[config.mk]
export PLATFORM = sky130hd
export DESIGN_NAME = uart_word_receive
export DESIGN_NICKNAME = d
export VERILOG_FILES = /design/src/rtl/uart_word_receive.sv
export SDC_FILE = /design/constraint.sdc
export NUM_CORES = 1
export LEC_CHECK = 0
export ABC_AREA = 1
export CORE_ASPECT_RATIO = 1.5
export CORE_MARGIN = 10
export CORE_UTILIZATION = 30
export CTS_CLUSTER_DIAMETER = 80
export DETAILED_ROUTE_END_ITERATION = 8
export PLACE_DENSITY = 0.53
export SLEW_MARGIN = 10
export SYNTH_ARGS = -nofsm -noshare
export SYNTH_HDL_FRONTEND = slang
export SYNTH_SLANG_ARGS = --single-unit
[constraint.sdc]
create_clock -name i_clock -period 3.1 [get_ports i_clock]
set_clock_uncertainty 0.15 [all_clocks]
set_input_delay 0.62 -clock i_clock [delete_from_list [all_inputs] [get_ports i_clock]]
set_output_delay 0.62 -clock i_clock [all_outputs]
set_load 0.01 [all_outputs]
[src/rtl/uart_word_receive.sv]
// Oversampled 8N1 UART receiver that packs BYTES frames into one word.
// Optional inter-byte gap abort when UART_RX_TIMEOUT_EN is defined.
module uart_word_receive #(
  parameter int UART_HZ      = 50000000,
  parameter int BAUDRATE     = 115200,
  parameter int DWIDTH       = 8,
  parameter int BYTES        = 8,
  parameter int TIMEOUT_BITS = 20
) (
  input  logic                      i_clock,
  input  logic                      i_reset,
  input  logic                      i_rx,
  output logic                      o_busy,
  output logic                      o_done,
  output logic [BYTES*DWIDTH-1:0]   o_data,
  output logic                      o_frame_err,
  output logic                      o_timeout
);

  localparam int CPB = UART_HZ / BAUDRATE;
  localparam int TW  = $clog2(CPB + 1);
  localparam int BCW = $clog2(DWIDTH + 1);
  localparam int YW  = $clog2(BYTES + 1);
  localparam int W   = BYTES * DWIDTH;

  localparam logic [TW-1:0]  T_HALF    = TW'(CPB / 2 - 1);
  localparam logic [TW-1:0]  T_BIT     = TW'(CPB - 1);
  localparam logic [BCW-1:0] LAST_BIT  = BCW'(DWIDTH - 1);
  localparam logic [YW-1:0]  LAST_BYTE = YW'(BYTES - 1);

  localparam logic [1:0] S_IDLE  = 2'd0;
  localparam logic [1:0] S_START = 2'd1;
  localparam logic [1:0] S_DATA  = 2'd2;
  localparam logic [1:0] S_STOP  = 2'd3;

  logic sync1_q, rx_s_q, rx_prev_q;
  logic fall, stop_tick, gap_hit;

  logic [1:0]        state_q, state_d;
  logic [TW-1:0]     tmr_q, tmr_d;
  logic [BCW-1:0]    bit_q, bit_d;
  logic [YW-1:0]     byte_q, byte_d;
  logic [DWIDTH-1:0] sh_q, sh_d;
  logic [W-1:0]      shadow_q, shadow_d;
  logic [W-1:0]      data_q, data_d;
  logic [W-1:0]      word;
  logic              busy_q, busy_d;
  logic              done_q, done_d;
  logic              ferr_q, ferr_d;

  always_ff @(posedge i_clock) begin
    if (i_reset) begin
      sync1_q   <= 1'b1;
      rx_s_q    <= 1'b1;
      rx_prev_q <= 1'b1;
    end else begin
      sync1_q   <= i_rx;
      rx_s_q    <= sync1_q;
      rx_prev_q <= rx_s_q;
    end
  end

  assign fall      = rx_prev_q & ~rx_s_q;
  assign stop_tick = (state_q == S_STOP) && (tmr_q == T_BIT);

`ifdef UART_RX_TIMEOUT_EN
  localparam int GAP = TIMEOUT_BITS * CPB;
  localparam int GW  = $clog2(GAP + 1);

  logic [GW-1:0] gap_q, gap_d;
  logic          tout_q;

  // Gap counts cycles since the last accepted stop sample.
  always_comb begin
    gap_d   = '0;
    gap_hit = 1'b0;
    if (state_q == S_IDLE && byte_q != '0 && !fall) begin
      if (gap_q + GW'(1) == GW'(GAP)) gap_hit = 1'b1;
      else gap_d = gap_q + GW'(1);
    end else if (stop_tick && rx_s_q && byte_q != LAST_BYTE) begin
      gap_d = GW'(1);
    end
  end

  always_ff @(posedge i_clock) begin
    if (i_reset) begin
      gap_q  <= '0;
      tout_q <= 1'b0;
    end else begin
      gap_q  <= gap_d;
      tout_q <= gap_hit;
    end
  end

  assign o_timeout = tout_q;
`else
  logic [31:0] unused_to;
  assign unused_to = TIMEOUT_BITS;
  assign gap_hit   = 1'b0;
  assign o_timeout = 1'b0;
`endif

  always_comb begin
    state_d  = state_q;
    tmr_d    = tmr_q + TW'(1);
    bit_d    = bit_q;
    byte_d   = byte_q;
    sh_d     = sh_q;
    shadow_d = shadow_q;
    data_d   = data_q;
    busy_d   = busy_q;
    done_d   = 1'b0;
    ferr_d   = 1'b0;
    word     = shadow_q;
    case (state_q)
      S_IDLE: begin
        tmr_d = '0;
        if (fall) begin
          state_d = S_START;
          busy_d  = 1'b1;
        end else if (gap_hit) begin
          byte_d   = '0;
          shadow_d = '0;
          busy_d   = 1'b0;
        end
      end
      S_START: begin
        if (tmr_q == T_HALF) begin
          tmr_d = '0;
          bit_d = '0;
          if (!rx_s_q) begin
            state_d = S_DATA;
          end else begin
            state_d  = S_IDLE;
            ferr_d   = 1'b1;
            byte_d   = '0;
            shadow_d = '0;
            busy_d   = 1'b0;
          end
        end
      end
      S_DATA: begin
        if (tmr_q == T_BIT) begin
          tmr_d = '0;
          sh_d  = {rx_s_q, sh_q[DWIDTH-1:1]};
          if (bit_q == LAST_BIT) state_d = S_STOP;
          else bit_d = bit_q + BCW'(1);
        end
      end
      default: begin
        if (stop_tick) begin
          tmr_d   = '0;
          state_d = S_IDLE;
          if (rx_s_q) begin
            word[byte_q*DWIDTH +: DWIDTH] = sh_q;
            if (byte_q == LAST_BYTE) begin
              data_d   = word;
              done_d   = 1'b1;
              busy_d   = 1'b0;
              byte_d   = '0;
              shadow_d = '0;
            end else begin
              shadow_d = word;
              byte_d   = byte_q + YW'(1);
            end
          end else begin
            ferr_d   = 1'b1;
            byte_d   = '0;
            shadow_d = '0;
            busy_d   = 1'b0;
          end
        end
      end
    endcase
  end

  always_ff @(posedge i_clock) begin
    if (i_reset) begin
      state_q  <= S_IDLE;
      tmr_q    <= '0;
      bit_q    <= '0;
      byte_q   <= '0;
      sh_q     <= '0;
      shadow_q <= '0;
      data_q   <= '0;
      busy_q   <= 1'b0;
      done_q   <= 1'b0;
      ferr_q   <= 1'b0;
    end else begin
      state_q  <= state_d;
      tmr_q    <= tmr_d;
      bit_q    <= bit_d;
      byte_q   <= byte_d;
      sh_q     <= sh_d;
      shadow_q <= shadow_d;
      data_q   <= data_d;
      busy_q   <= busy_d;
      done_q   <= done_d;
      ferr_q   <= ferr_d;
    end
  end

  assign o_busy      = busy_q;
  assign o_done      = done_q;
  assign o_data      = data_q;
  assign o_frame_err = ferr_q;

endmodule

======== Yosys cells after proc, flatten, opt, wreduce, memory -nomap -nowiden ========
Index checks and enable logic that the tools add are counted.
operators by class
  add/sub/neg operators ................... 4
  multipliers ............................. 0
  div/mod/pow operators ................... 0
  order comparisons ....................... 0
  eq/ne operators ......................... 14
  shifts and indexed selects .............. 2
  mux-type cells .......................... 41
  bitwise gates (word level) .............. 6
  reduce and logical (&&, ||, !) cells .... 15
operator list
  kind                                                                      count
  64-bit two-way mux                                                        5
  64-bit case mux with 2 select lines                                       1
  64-bit bitwise mux                                                        1
  8-bit by 34-bit variable shift with 64-bit output (first input constant)  1
  8-bit by 34-bit variable part select with 64-bit output                   1
  7-bit negator with 34-bit output                                          1
  4-bit two-way mux                                                         8
  9-bit two-way mux                                                         3
  9-bit case mux with 3 select lines                                        1
  4-bit case mux with 2 select lines                                        2
  2-bit two-way mux                                                         6
  2-bit != test (second input constant)                                     6
  4-bit AND reduction                                                       3
  1-bit two-way mux                                                         11
  9-bit by 1-bit adder with 9-bit output (second input constant)            1
  9-bit by 8-bit == test with 1-bit output (second input constant)          1
  9-bit == test (second input constant)                                     1
  4-bit by 1-bit adder with 4-bit output (second input constant)            2
  4-bit by 3-bit == test with 1-bit output (second input constant)          2
  2-bit case mux with 3 select lines                                        1
  6-bit AND reduction                                                       1
  6-bit OR reduction                                                        1
  1-bit NOT                                                                 5
  5-bit AND reduction                                                       1
  14 further kinds                                                          16
storage, ports and cells
  register bits ........................... 161
  bits in latches ......................... 0
  memory bits (writable) .................. 0
  ROM bits ................................ 0
  bits of input ports ..................... 3
  output and inout bits ................... 68
  memories kept ........................... 0

======== Logic depth before layout (Yosys ltp) ========
Gate-level depths: netlist (run 1).
  depth in word-level cells ............... 7
  depth in mapped cells ................... 15
  depth with buffers taken out ............ 13

======== Worst setup path after synthesis (run 1) ========
No wires, ideal clock.
  kind .................................... register to register
  from .................................... reg byte_q[0]
  to ...................................... reg data_q[57], in the netlist o_data[57]
  arrival ................................. 1.975 ns
  data required time ...................... 2.835 ns
  path slack .............................. 0.859 ns
  stages on the path, launching flop included .. 15
  path buffers ............................ 2
  clock period less this slack ............ 2.241 ns
  cells stage by stage .................... dfxtp_1 > buf_2 > inv_2 > buf_2 > ha_1 > inv_1 > nand2_1 > nand2_1 > nand2_1 > nor2_2 > nand2_1 > nand2_1 > nand2_1 > o21ai_0 > inv_1
on the way
  longest elaborated chain between the ends .. 3
  elaborated cells on any way between the ends .. 6
  classes of those cells .................. add/sub (1); eq/ne (1); shift (2); mux (1); reduce/logical (1)
RTL lines
  what                                                                                                                          RTL line  text
  start: declaration                                                                                                            42        logic [YW-1:0] byte_q, byte_d;
  start signal: assignment                                                                                                      193       byte_q <= byte_d;
  7-bit negator with 34-bit output                                                                                              155       word[byte_q*DWIDTH +: DWIDTH] = sh_q;
  8-bit by 34-bit variable part select with 64-bit output or 8-bit by 34-bit variable shift with 64-bit output (tied branches)  155
  64-bit bitwise mux                                                                                                            155
  end signal: assignment                                                                                                        196       data_q <= data_d;
  end: declaration                                                                                                              45        logic [W-1:0] data_q, data_d;
Parallel ways exist; a longest one is shown, timed or not.
A chain may end at the register's enable or synchronous reset.

======== Worst setup path in the final report (run 1) ========
  from .................................... reg tmr_q[0]
  to ...................................... reg shadow_q[54]
on the way
  longest elaborated chain between the ends .. 4
  elaborated cells on any way between the ends .. 6
  classes of those cells .................. eq/ne (3); reduce/logical (3)
RTL lines
  what                                    RTL line  text
  start: declaration                      40        logic [TW-1:0] tmr_q, tmr_d;
  start signal: assignment                191       tmr_q <= tmr_d;
  9-bit == test                           64        assign stop_tick = (state_q == S_STOP) && (tmr_q == T_BIT);
  1-bit logical AND                       64
  2-bit nonzero test (no source line)     --
  4-bit AND reduction (no source line) *  --
  end signal: assignment                  195       shadow_q <= shadow_d;
  end: declaration                        44        logic [W-1:0] shadow_q, shadow_d;
Every way passes the cells marked *; elsewhere a longest branch is shown, timed or not.

==> results of run 1 <==
==> flip-flops by register name (all words and copies together) (netlist names) <==
register / cells
rx_s_q: 1
sh_q: 8
shadow_q: 64
o_data: 64
bit_q: 4
o_frame_err: 1
o_done: 1
rx_prev_q: 1
sync1_q: 1
tmr_q: 9
o_busy: 1
state_q: 2
byte_q: 4
==> power groups by stage <==
stage / sequential, W / clock (W) / combinational, W
2_1_floorplan: 0.00215 / 0 / 0.000201
3_3_place_gp: 0.00215 / 0 / 0.000264
3_5_place_dp: 0.00215 / 0 / 0.000263
4_1_cts: 0.00210 / 0.00205 / 0.000264
5_1_grt: 0.00210 / 0.00213 / 0.000296
6_report: 0.00210 / 0.00197 / 0.000261
==> layer usage <==
metal / vias up / wire [um] / global-route usage, %
li1: 3668 / - / -
met1: 3088 / 8550 / 14.5
met2: 97 / 10100 / 21.8
met3: 20 / 804 / 2.59
met4: 0 / 367 / 4.74
met5: - / 0 / 0
==> final timing paths <==
kind / start / end / slack [ps]
worst max-delay path: tmr_q[0] / shadow_q[54] / 680
worst min-delay path: sync1_q / rx_s_q / 260
worst max register to register: tmr_q[0] / shadow_q[54] / 680
worst min register to register: sync1_q / rx_s_q / 260
==> cell type report <==
type / count / area, um^2 / share of cell area [%]
multi-input combinational: 760 / 3430 / 37.8
sequential: 161 / 3220 / 35.5
timing repair buffer: 80 / 796 / 8.75
inverter: 179 / 673 / 7.40
clock buffer: 22 / 474 / 5.22
tap: 328 / 410 / 4.51
clock inverter: 10 / 80.1 / 0.881
==> cells by family (layout without fill, tap and decap cells) <==
family | Yosys count | count (layout)
AND/OR/NAND/NOR | 566 | 566
buffers and inverters | 235 | 291
AO/OA/AOI/OAI | 176 | 176
flip-flops | 161 | 161
adder cells (fa/ha/maj) | 11 | 11
XOR/XNOR | 6 | 6
other | 1 | 1
==> cells in the final DEF (no fill, tap or decap), types with 2 or more instances in the layout <==
master	netlist	routed
sky130_fd_sc_hd__or2_2	3	3
sky130_fd_sc_hd__buf_12	0	2
sky130_fd_sc_hd__nand2_1	339	339
sky130_fd_sc_hd__xnor2_1	3	3
sky130_fd_sc_hd__nand3_1	100	99
sky130_fd_sc_hd__clkbuf_8	0	3
sky130_fd_sc_hd__nor3_1	10	10
sky130_fd_sc_hd__o21ai_1	27	27
sky130_fd_sc_hd__inv_2	7	7
sky130_fd_sc_hd__nor2_2	4	4
sky130_fd_sc_hd__clkbuf_16	0	17
sky130_fd_sc_hd__clkdlybuf4s50_1	0	68
sky130_fd_sc_hd__nand3_2	1	2
sky130_fd_sc_hd__inv_1	171	171
sky130_fd_sc_hd__nor2_1	95	95
sky130_fd_sc_hd__a21oi_1	117	117
sky130_fd_sc_hd__buf_4	6	10
sky130_fd_sc_hd__dfxtp_1	161	161
sky130_fd_sc_hd__clkbuf_1	20	2
sky130_fd_sc_hd__xor2_1	3	3
sky130_fd_sc_hd__clkinv_4	0	5
sky130_fd_sc_hd__clkinvlp_4	0	3
sky130_fd_sc_hd__nand4_1	6	6
sky130_fd_sc_hd__o21ai_0	28	28
sky130_fd_sc_hd__ha_1	11	11
sky130_fd_sc_hd__clkinv_2	1	2
==> metrics by stage <==
stage          cell area, um^2  setup slack (ps)  cells  hold WS, ps
2_1_floorplan             7610               859   1156          239
3_3_place_gp              8540               721   1508          242
3_5_place_dp              8540               660   1508          244
4_1_cts                   9090               643   1540          259
5_1_grt                   9090               370   1540          283
6_report                  9090               676   1540          257
==> worst register-to-register path: stages, from the launching register on <==
cell and delay [ps]:
sky130_fd_sc_hd__dfxtp_1 400, sky130_fd_sc_hd__inv_1 60, sky130_fd_sc_hd__ha_1 190, sky130_fd_sc_hd__nand2_1 60
sky130_fd_sc_hd__nor2_1 40, sky130_fd_sc_hd__nand2_1 140, sky130_fd_sc_hd__a21oi_1 100, sky130_fd_sc_hd__nand2_2 90
sky130_fd_sc_hd__buf_4 430, sky130_fd_sc_hd__buf_4 430, sky130_fd_sc_hd__nand2_1 90, sky130_fd_sc_hd__a21oi_1 160
==> key figures, run 1 <==
Global routing
  – Total Routing Usage GR: 12.5%
  – Leftover overflow at the end of global routing: 0
  – Pin count of the biggest net entering global routing: 135
  – Wire length of the first global-routing pass: 32600 um
  – Antenna violations before repair: 0
  – Vias in the first global route: 6358

Status
  – Status: complete, no violations

Yosys
  – Count of different cell masters after synthesis: 36
  – Post-synthesis average cell area: 6.58 um^2
  – Share of the synthesized area in the top cell type: 42.3%
  – Commonest cells post-synth: 339 x sky130_fd_sc_hd__nand2_1, 171 x sky130_fd_sc_hd__inv_1, 161 x sky130_fd_sc_hd__dfxtp_1
  – Post-Synthesis Net Count: 1170
  – Adder-cell share of the synthesized area: 1.81%
  – Number of synthesized flops with an enable pin: 0
  – Dominant combinational cell family by area after synthesis: simple AND/OR/NAND/NOR gates
  – Yosys top cell by area: sky130_fd_sc_hd__dfxtp_1
  – Share of synthesized area spent on multiplexers: 0%
  – Proportion of synthesized flip-flops having asynchronous set or reset: 0%
  – Count of mapped cells out of synthesis: 1156
  – Number of synthesized register bits: 161
  – Post-synthesis sequential area ratio: 42.3%
  – Top flip-flop cell by instance count after synthesis: sky130_fd_sc_hd__dfxtp_1
  – Most common cell in the synthesized netlist: sky130_fd_sc_hd__nand2_1
  – Synth Area in Compound Gates: 11.7%
  – Area share of xor/xnor cells in the synthesized design: 0.690%
  – Total standard cell area after synthesis: 7610 um^2
  – Synth top area cells: sky130_fd_sc_hd__dfxtp_1 42%, sky130_fd_sc_hd__nand2_1 17%, sky130_fd_sc_hd__inv_1 8.4%
  – Share of synthesized cell area in and, or, nand and nor gates: 30.8%
  – Yosys warnings: 0

Clock tree
  – Clock sink total: 161
  – Total of cells resized after clock tree synthesis: 0
  – Clk buf depth: 2
  – CTS tree: yes
  – Clk slew on worst S/H paths: 60 ps
  – Skew-Pair Late Insertion Delay: 430 ps
  – CTS root buffer: sky130_fd_sc_hd__clkbuf_16
  – Number of post-CTS setup repair buffers: 0
  – Total CTS buffers: 17
  – Maximum level of the CTS H-tree: 4
  – Cts-stage hold buffer count: 0

STA
  – Transition at the pin with the smallest max-transition slack: 789 ps
  – Setup TNS: 0 ps
  – RSZ-0062 raised after global routing: no
  – Period Utilization, post-route: 78.2%
  – Final worst path period need: 2420 ps
  – Final max-slew violation count: 0
  – Maximum frequency from static timing analysis: 0.413 GHz
  – Headroom to the max-slew limit: 47.2%
  – Final Hold Viols: 0
  – Final setup vio count: 0

Floorplanning
  – IO Pins: 71
  – Die X: 150 um
  – Die ar.: 32300 um^2
  – Total number of placement rows: 71
  – Die extent in y: 215 um
  – CORE AREA: 25100 um^2
  – Initial Util: 30.4%

Hold path
  – Tightest Hold Check Type: reg -> reg
  – WHS Path Cells: 1

Power and ir drop
  – Switching power: 0.00108 W
  – Power density relative to cell area: 477 nW/um^2
  – Leak: 3.79 nW
  – Max VDD drop: 0.387 mV
  – Clock share of power: 45.5%
  – Internal Pwr Total: 0.00325 W
  – Portion of total power attributed to combinational logic: 6.0%
  – Power share of the sequential group: 48.5%
  – Switching Share: 25.0%
  – Power, Total: 0.00434 W

Critical path
  – Cell-by-cell listing of the critical path: inv_1 > ha_1 > nand2_1 > nor2_1 > nand2_1 > a21oi_1 > nand2_2 > buf_4 > buf_4 > nand2_1 > a21oi_1
  – Arrival time reported for the critical path endpoint: 2630 ps
  – Critical path depth: 11
  – Most numerous cell on the critical path: sky130_fd_sc_hd__nand2_1
  – Worst path max stage delay: 430 ps
  – Slowest library cell on the worst path: sky130_fd_sc_hd__buf_4
  – Worst Setup Path Type: reg -> reg
  – Critical Path End Type: flop
  – Depth of the worst register-to-register path: 11
  – Endpoint required time on the critical path: 3300 ps
  – Crit path max fanout: 40
  – Buf/Inv on CP: 3
  – CP top delay family: buffers and inverters
  – Worst setup SP type: flop

Route
  – Initial DRC Count: 414
  – Routed length per placed instance: 12.9 um
  – Via count: 6873
  – Drc violations: 0
  – Number of iterations in the first detailed-routing pass: 5
  – Routed wire length: 19900 um
  – Count of nets left with antenna violations after detail routing: 0
  – Routed via count divided by cell count: 4.46

Cells and area
  – Fraction of final layout cells with drive strength greater than 1: 5.28%
  – Diodes inserted: 0
  – Total Nets Final: 1213
  – Area Growth Syn to Fin: 19.4%
  – Fill cell count: 2701
  – Utilization of the core after routing: 36.3%

Placement
  – HPWL after DPL: 13800 um
  – Routability Congestion: 0.794
  – IO buf count: 69

Job
  – Max-cap check violation count: 0
No activity file was read; power rests on OpenSTA's default activity.
==> run 2: changes to the inputs <==
clock period = 2.5 ns   (was 3.1 ns; I/O delays follow)
==> key figures, run 2 (same netlist as run 1, synthesis figures left out) <==
Status
  – Status: complete, no violations

Placement
  – IO buf count: 69
  – Setup Slack @ Placement: 157 ps
  – Routability Congestion: 0.810
  – HPWL after DPL: 13900 um

Power and ir drop
  – Internal Pwr Total: 0.00419 W
  – Switching Share: 25.7%
  – Max VDD drop: 0.484 mV
  – Clock share of power: 47.7%
  – Power share of the sequential group: 46.2%
  – Switching power: 0.00145 W
  – Leak: 3.92 nW
  – Portion of total power attributed to combinational logic: 6.1%
  – Power, Total: 0.00564 W
  – Power density relative to cell area: 606 nW/um^2

Global routing
  – Antenna violations before repair: 0
  – Wire length of the first global-routing pass: 33800 um
  – M1 GR Usage: 14.6%
  – Vias in the first global route: 6685
  – Pin count of the biggest net entering global routing: 135
  – Total Routing Usage GR: 12.9%
  – Leftover overflow at the end of global routing: 0
  – Fraction of met3 tracks used by global routing: 2.67%
  – Global routing's busiest layer: met2
  – Global routing usage on met2: 22.7%

Critical path
  – Worst Setup Path Type: reg -> reg
  – Arrival time reported for the critical path endpoint: 2460 ps
  – Endpoint required time on the critical path: 2710 ps
  – Crit path max fanout: 16
  – Critical Path End Type: flop
  – Worst setup SP type: flop

Route
  – Number of iterations in the first detailed-routing pass: 5
  – Routed wire length: 20500 um
  – Drc violations: 0
  – Routed via count divided by cell count: 4.50
  – Count of nets left with antenna violations after detail routing: 0
  – Via count: 7015
  – Initial DRC Count: 459
  – Routed length per placed instance: 13.2 um

Cells and area
  – Diodes inserted: 0
  – Area Growth Syn to Fin: 22.4%
  – Total Nets Final: 1232
  – Storage element area: 3220 um^2
  – Fraction of final layout cells with drive strength greater than 1: 6.90%
  – Multi-input gate area in the final layout: 3430 um^2
  – Commonest non-fill, non-tap cells in the layout: 339 x sky130_fd_sc_hd__nand2_1, 171 x sky130_fd_sc_hd__inv_1, 161 x sky130_fd_sc_hd__dfxtp_1
  – Fill cell count: 2762
  – Leading cell type in the layout, fill and taps excluded: sky130_fd_sc_hd__nand2_1

STA
  – Headroom to the max-slew limit: 58.4%
  – Worst hold margin: 259 ps
  – Period Utilization, post-route: 90.0%
  – Maximum frequency from static timing analysis: 0.445 GHz
  – Final max-slew violation count: 0
  – Transition at the pin with the smallest max-transition slack: 624 ps
  – Slack of the critical path: 251 ps
  – Setup TNS: 0 ps
  – Final worst path period need: 2250 ps
  – Final setup vio count: 0
  – RSZ-0062 raised after global routing: no
  – Final Hold Viols: 0

Floorplanning
  – Die extent in y: 215 um
  – CORE AREA: 25100 um^2
  – IO Pins: 71
  – Total number of placement rows: 71
  – Initial Util: 30.4%
  – Die ar.: 32300 um^2
  – Die X: 150 um

Clock tree
  – CTS tree: yes
  – Clock sink total: 161
  – Clk slew on worst S/H paths: 70 ps
  – Skew-Pair Late Insertion Delay: 450 ps
  – Clk buf depth: 2
  – Total CTS buffers: 17
  – Maximum level of the CTS H-tree: 4
  – CTS root buffer: sky130_fd_sc_hd__clkbuf_16

Hold path
  – Tightest Hold Check Type: reg -> reg

Job
  – Max-cap check violation count: 0
[run 2: changes by cell type in the layout (fill, tap and decap cells not counted)]
cell	before	now
sky130_fd_sc_hd__o21ai_0	28	27
sky130_fd_sc_hd__clkbuf_1	2	0
sky130_fd_sc_hd__inv_8	0	1
sky130_fd_sc_hd__clkbuf_8	3	0
sky130_fd_sc_hd__buf_4	10	26
sky130_fd_sc_hd__clkbuf_16	17	18
sky130_fd_sc_hd__inv_6	1	7
sky130_fd_sc_hd__buf_12	2	4
sky130_fd_sc_hd__clkinv_4	5	2
sky130_fd_sc_hd__clkinvlp_4	3	2
sky130_fd_sc_hd__o21ai_1	27	28
sky130_fd_sc_hd__bufinv_16	0	2
[run 2: path summary, 6_finish.rpt]
path	slack, ps	to	cells past startpoint	from
min	260	rx_s_q	1	sync1_q
max reg2reg	250	shadow_q[5]	9	byte_q[2]
min reg2reg	260	rx_s_q	1	sync1_q
max	250	shadow_q[5]	9	byte_q[2]
[run 2: worst max-delay path, cell delays in order (launching register included)]
cell and delay (ps):
sky130_fd_sc_hd__dfxtp_1 410, sky130_fd_sc_hd__nor2_1 100, sky130_fd_sc_hd__nand2_1 80, sky130_fd_sc_hd__inv_1 40, sky130_fd_sc_hd__ha_1 280, sky130_fd_sc_hd__inv_1 160, sky130_fd_sc_hd__nand4_2 370, sky130_fd_sc_hd__o21ai_1 380
sky130_fd_sc_hd__nand2_1 80, sky130_fd_sc_hd__a21oi_1 120
[run 2: area by class of cell]
class / instances / area share, %
sequential: 161 / 34.6
timing repair buffer: 99 / 10.5
clock buffer: 17 / 4.57
clock inverter: 15 / 1.83
multi-input combinational: 760 / 36.9
tap: 328 / 4.40
inverter: 179 / 7.22
[run 2: power groups by stage]
stage | clock [W] | combinational [W] | sequential [W]
after floorplan | 0 | 0.000250 | 0.00266
after global placement | 0 | 0.000342 | 0.00267
after detailed placement | 0 | 0.000340 | 0.00267
after CTS | 0.00276 | 0.000340 | 0.00261
after global routing | 0.00287 | 0.000392 | 0.00261
final | 0.00269 | 0.000345 | 0.00261
[run 2: through the flow]
step | std cells | utilization [%] | instance area (um^2)
after CTS | 1556 | 37.0 | 9280
after detailed placement | 1524 | 34.7 | 8680
after floorplan | 1156 | - | 7610
after global placement | 1524 | 34.7 | 8680
final | 1559 | 37.2 | 9320
after global routing | 1559 | 37.2 | 9320
[run 2: per-layer routing]
metal / vias up / wire [um]
li1: 3713 / -
met1: 3156 / 8690
met2: 115 / 10500
met3: 31 / 788
met4: 0 / 514
met5: - / 0
[run 2: what timing repair did]
action,in CTS,in global routing
endpoints found under the hold margin,0,0
hold buffers,0,0
buffers inserted,0,2
resized for setup,0,1
endpoints found under the setup margin,0,8
==> run 3: changes to the inputs <==
RECOVER_POWER = 50   (was not set)
==> key figures, run 3 (same netlist as run 1, synthesis figures left out) <==
Power and ir drop
  – Leak: 4.16 nW
  – Power density relative to cell area: 606 nW/um^2
  – Max VDD drop: 0.484 mV

Hold path
  – HP Start: sync1_q
  – Hold worst-path end: rx_s_q
  – Tightest Hold Check Type: reg -> reg
  – WHS Path Cells: 1

Global routing
  – Antenna violations before repair: 0
  – Wire length of the first global-routing pass: 33800 um
  – Pin count of the biggest net entering global routing: 135
  – Total Routing Usage GR: 12.9%
  – Leftover overflow at the end of global routing: 0
  – Vias in the first global route: 6685

Job
  – Max-cap check violation count: 0

Cells and area
  – Area Growth Syn to Fin: 22.2%
  – Fill cell count: 2763
  – Commonest non-fill, non-tap cells in the layout: 339 x sky130_fd_sc_hd__nand2_1, 172 x sky130_fd_sc_hd__inv_1, 161 x sky130_fd_sc_hd__dfxtp_1
  – Final instance count without filler cells: 1559
  – Diodes inserted: 0
  – Leading cell type in the layout, fill and taps excluded: sky130_fd_sc_hd__nand2_1
  – Total Nets Final: 1232
  – Fraction of final layout cells with drive strength greater than 1: 6.58%

Clock tree
  – Clk buf depth: 2
  – CTS root buffer: sky130_fd_sc_hd__clkbuf_16
  – Clock sink total: 161
  – Clk slew on worst S/H paths: 70 ps
  – CTS tree: yes
  – Skew-Pair Late Insertion Delay: 440 ps
  – Maximum level of the CTS H-tree: 4
  – Total CTS buffers: 17

Route
  – Via count: 7000
  – Wire length on met1: 8670 um
  – Routed length per placed instance: 13.1 um
  – Detailed-routed wire length on met3: 801 um
  – Amount of wire on met2 after detailed routing: 10500 um
  – Routed wire length: 20500 um
  – Drc violations: 0
  – Count of nets left with antenna violations after detail routing: 0
  – Number of iterations in the first detailed-routing pass: 5
  – Routed via count divided by cell count: 4.49
  – Initial DRC Count: 436
  – Top Metal Used: met4

Placement
  – Total instance count after detailed placement: 1524
  – HPWL after DPL: 13900 um
  – IO buf count: 69
  – Routability Congestion: 0.810

Critical path
  – Cell-by-cell listing of the critical path: nor2_1 > nand2_1 > inv_1 > ha_1 > inv_1 > nand4_2 > o21ai_1 > nand2_1 > a21oi_1
  – CP top delay family: simple AND/OR/NAND/NOR gates
  – Crit path max fanout: 16
  – Slowest library cell on the worst path: sky130_fd_sc_hd__dfxtp_1
  – Arrival time reported for the critical path endpoint: 2460 ps
  – Worst setup SP type: flop
  – Worst path max stage delay: 410 ps
  – Register-to-Register Setup Slack: 250 ps
  – Depth of the worst register-to-register path: 9
  – Worst Setup Path Type: reg -> reg
  – Buf/Inv on CP: 2
  – Critical Path End Type: flop
  – Startpoint of the most critical register-to-register path: byte_q[2]
  – RR Endpoint: shadow_q[5]
  – Endpoint required time on the critical path: 2710 ps

STA
  – Headroom to the max-slew limit: 58.5%
  – Final max-slew violation count: 0
  – Final setup vio count: 0
  – RSZ-0062 raised after global routing: no
  – Final Hold Viols: 0
  – Period Utilization, post-route: 90.0%
  – Setup TNS: 0 ps
  – Maximum frequency from static timing analysis: 0.445 GHz
  – Transition at the pin with the smallest max-transition slack: 623 ps
  – Final worst path period need: 2250 ps

Floorplanning
  – CORE AREA: 25100 um^2
  – IO Pins: 71
  – Die X: 150 um
  – Total number of placement rows: 71
  – Initial Util: 30.4%
  – Die ar.: 32300 um^2
  – Die extent in y: 215 um

Status
  – Status: complete, no violations
-- run 3: power breakdown --
| group | leakage (nW) | switching, W | internal (W) |
|---|---|---|---|
| logic | 2.57 | 0.000241 | 0.0000991 |
| registers | 1.30 | 0.0000208 | 0.00259 |
| clock network | 0.288 | 0.00119 | 0.00150 |
| total | 4.16 | 0.00145 | 0.00419 |
-- run 3: worst max path at each step --
stage	from	to	cells after the start
2_1_floorplan	byte_q[0]	o_data[57]	14
3_3_place_gp	byte_q[2]	shadow_q[0]	9
3_5_place_dp	byte_q[2]	shadow_q[0]	9
4_1_cts	byte_q[2]	shadow_q[0]	9
5_1_grt	byte_q[2]	shadow_q[4]	9
6_report	byte_q[2]	shadow_q[5]	9
-- run 3: stage by stage --
stage / util (%) / instance area, um^2 / hold slack, ps / setup WS [ps] / power, W
finish: 37.1 / 9300 / 261 / 251 / 0.00563
global route: 37.1 / 9300 / 286 / 19.4 / 0.00586
CTS: 37.0 / 9280 / 264 / 138 / 0.00571
detailed placement: 34.7 / 8680 / 249 / 157 / 0.00301
global placement: 34.7 / 8680 / 243 / 177 / 0.00301
floorplan: - / 7610 / 239 / 259 / 0.00291
-- run 3: final cells by class --
| class | count | area, um^2 | share of cell area [%] |
|---|---|---|---|
| multi-input cells | 760 | 3430 | 36.9 |
| flip-flops and latches | 161 | 3220 | 34.7 |
| repair buffers | 99 | 968 | 10.4 |
| inverters | 179 | 673 | 7.24 |
| clock buffers | 17 | 425 | 4.57 |
| well taps | 328 | 410 | 4.41 |
| clock inverters | 15 | 170 | 1.83 |
-- run 3: per-layer routing --
metal  vias up  global-route usage (%)
met4         0                    5.72
met2       109                    22.7
li1       3712                       -
met5         -                       0
met3        32                    2.67
met1      3147                    14.6
-- run 3: worst register-to-register path, delay by kind of cell, from the launching register on --
family	cells	cell delay (ps)
buffers and inverters	2	200
adder cells (fa/ha/maj)	1	280
flip-flops	1	410
AND/OR/NAND/NOR	4	630
AO/OA/AOI/OAI	2	500
-- run 3: timing repair --
item	4_1_cts	5_1_grt
gates resized for setup	0	1
hold buffers	0	0
buffers inserted	0	2
endpoints found under the setup margin	0	8
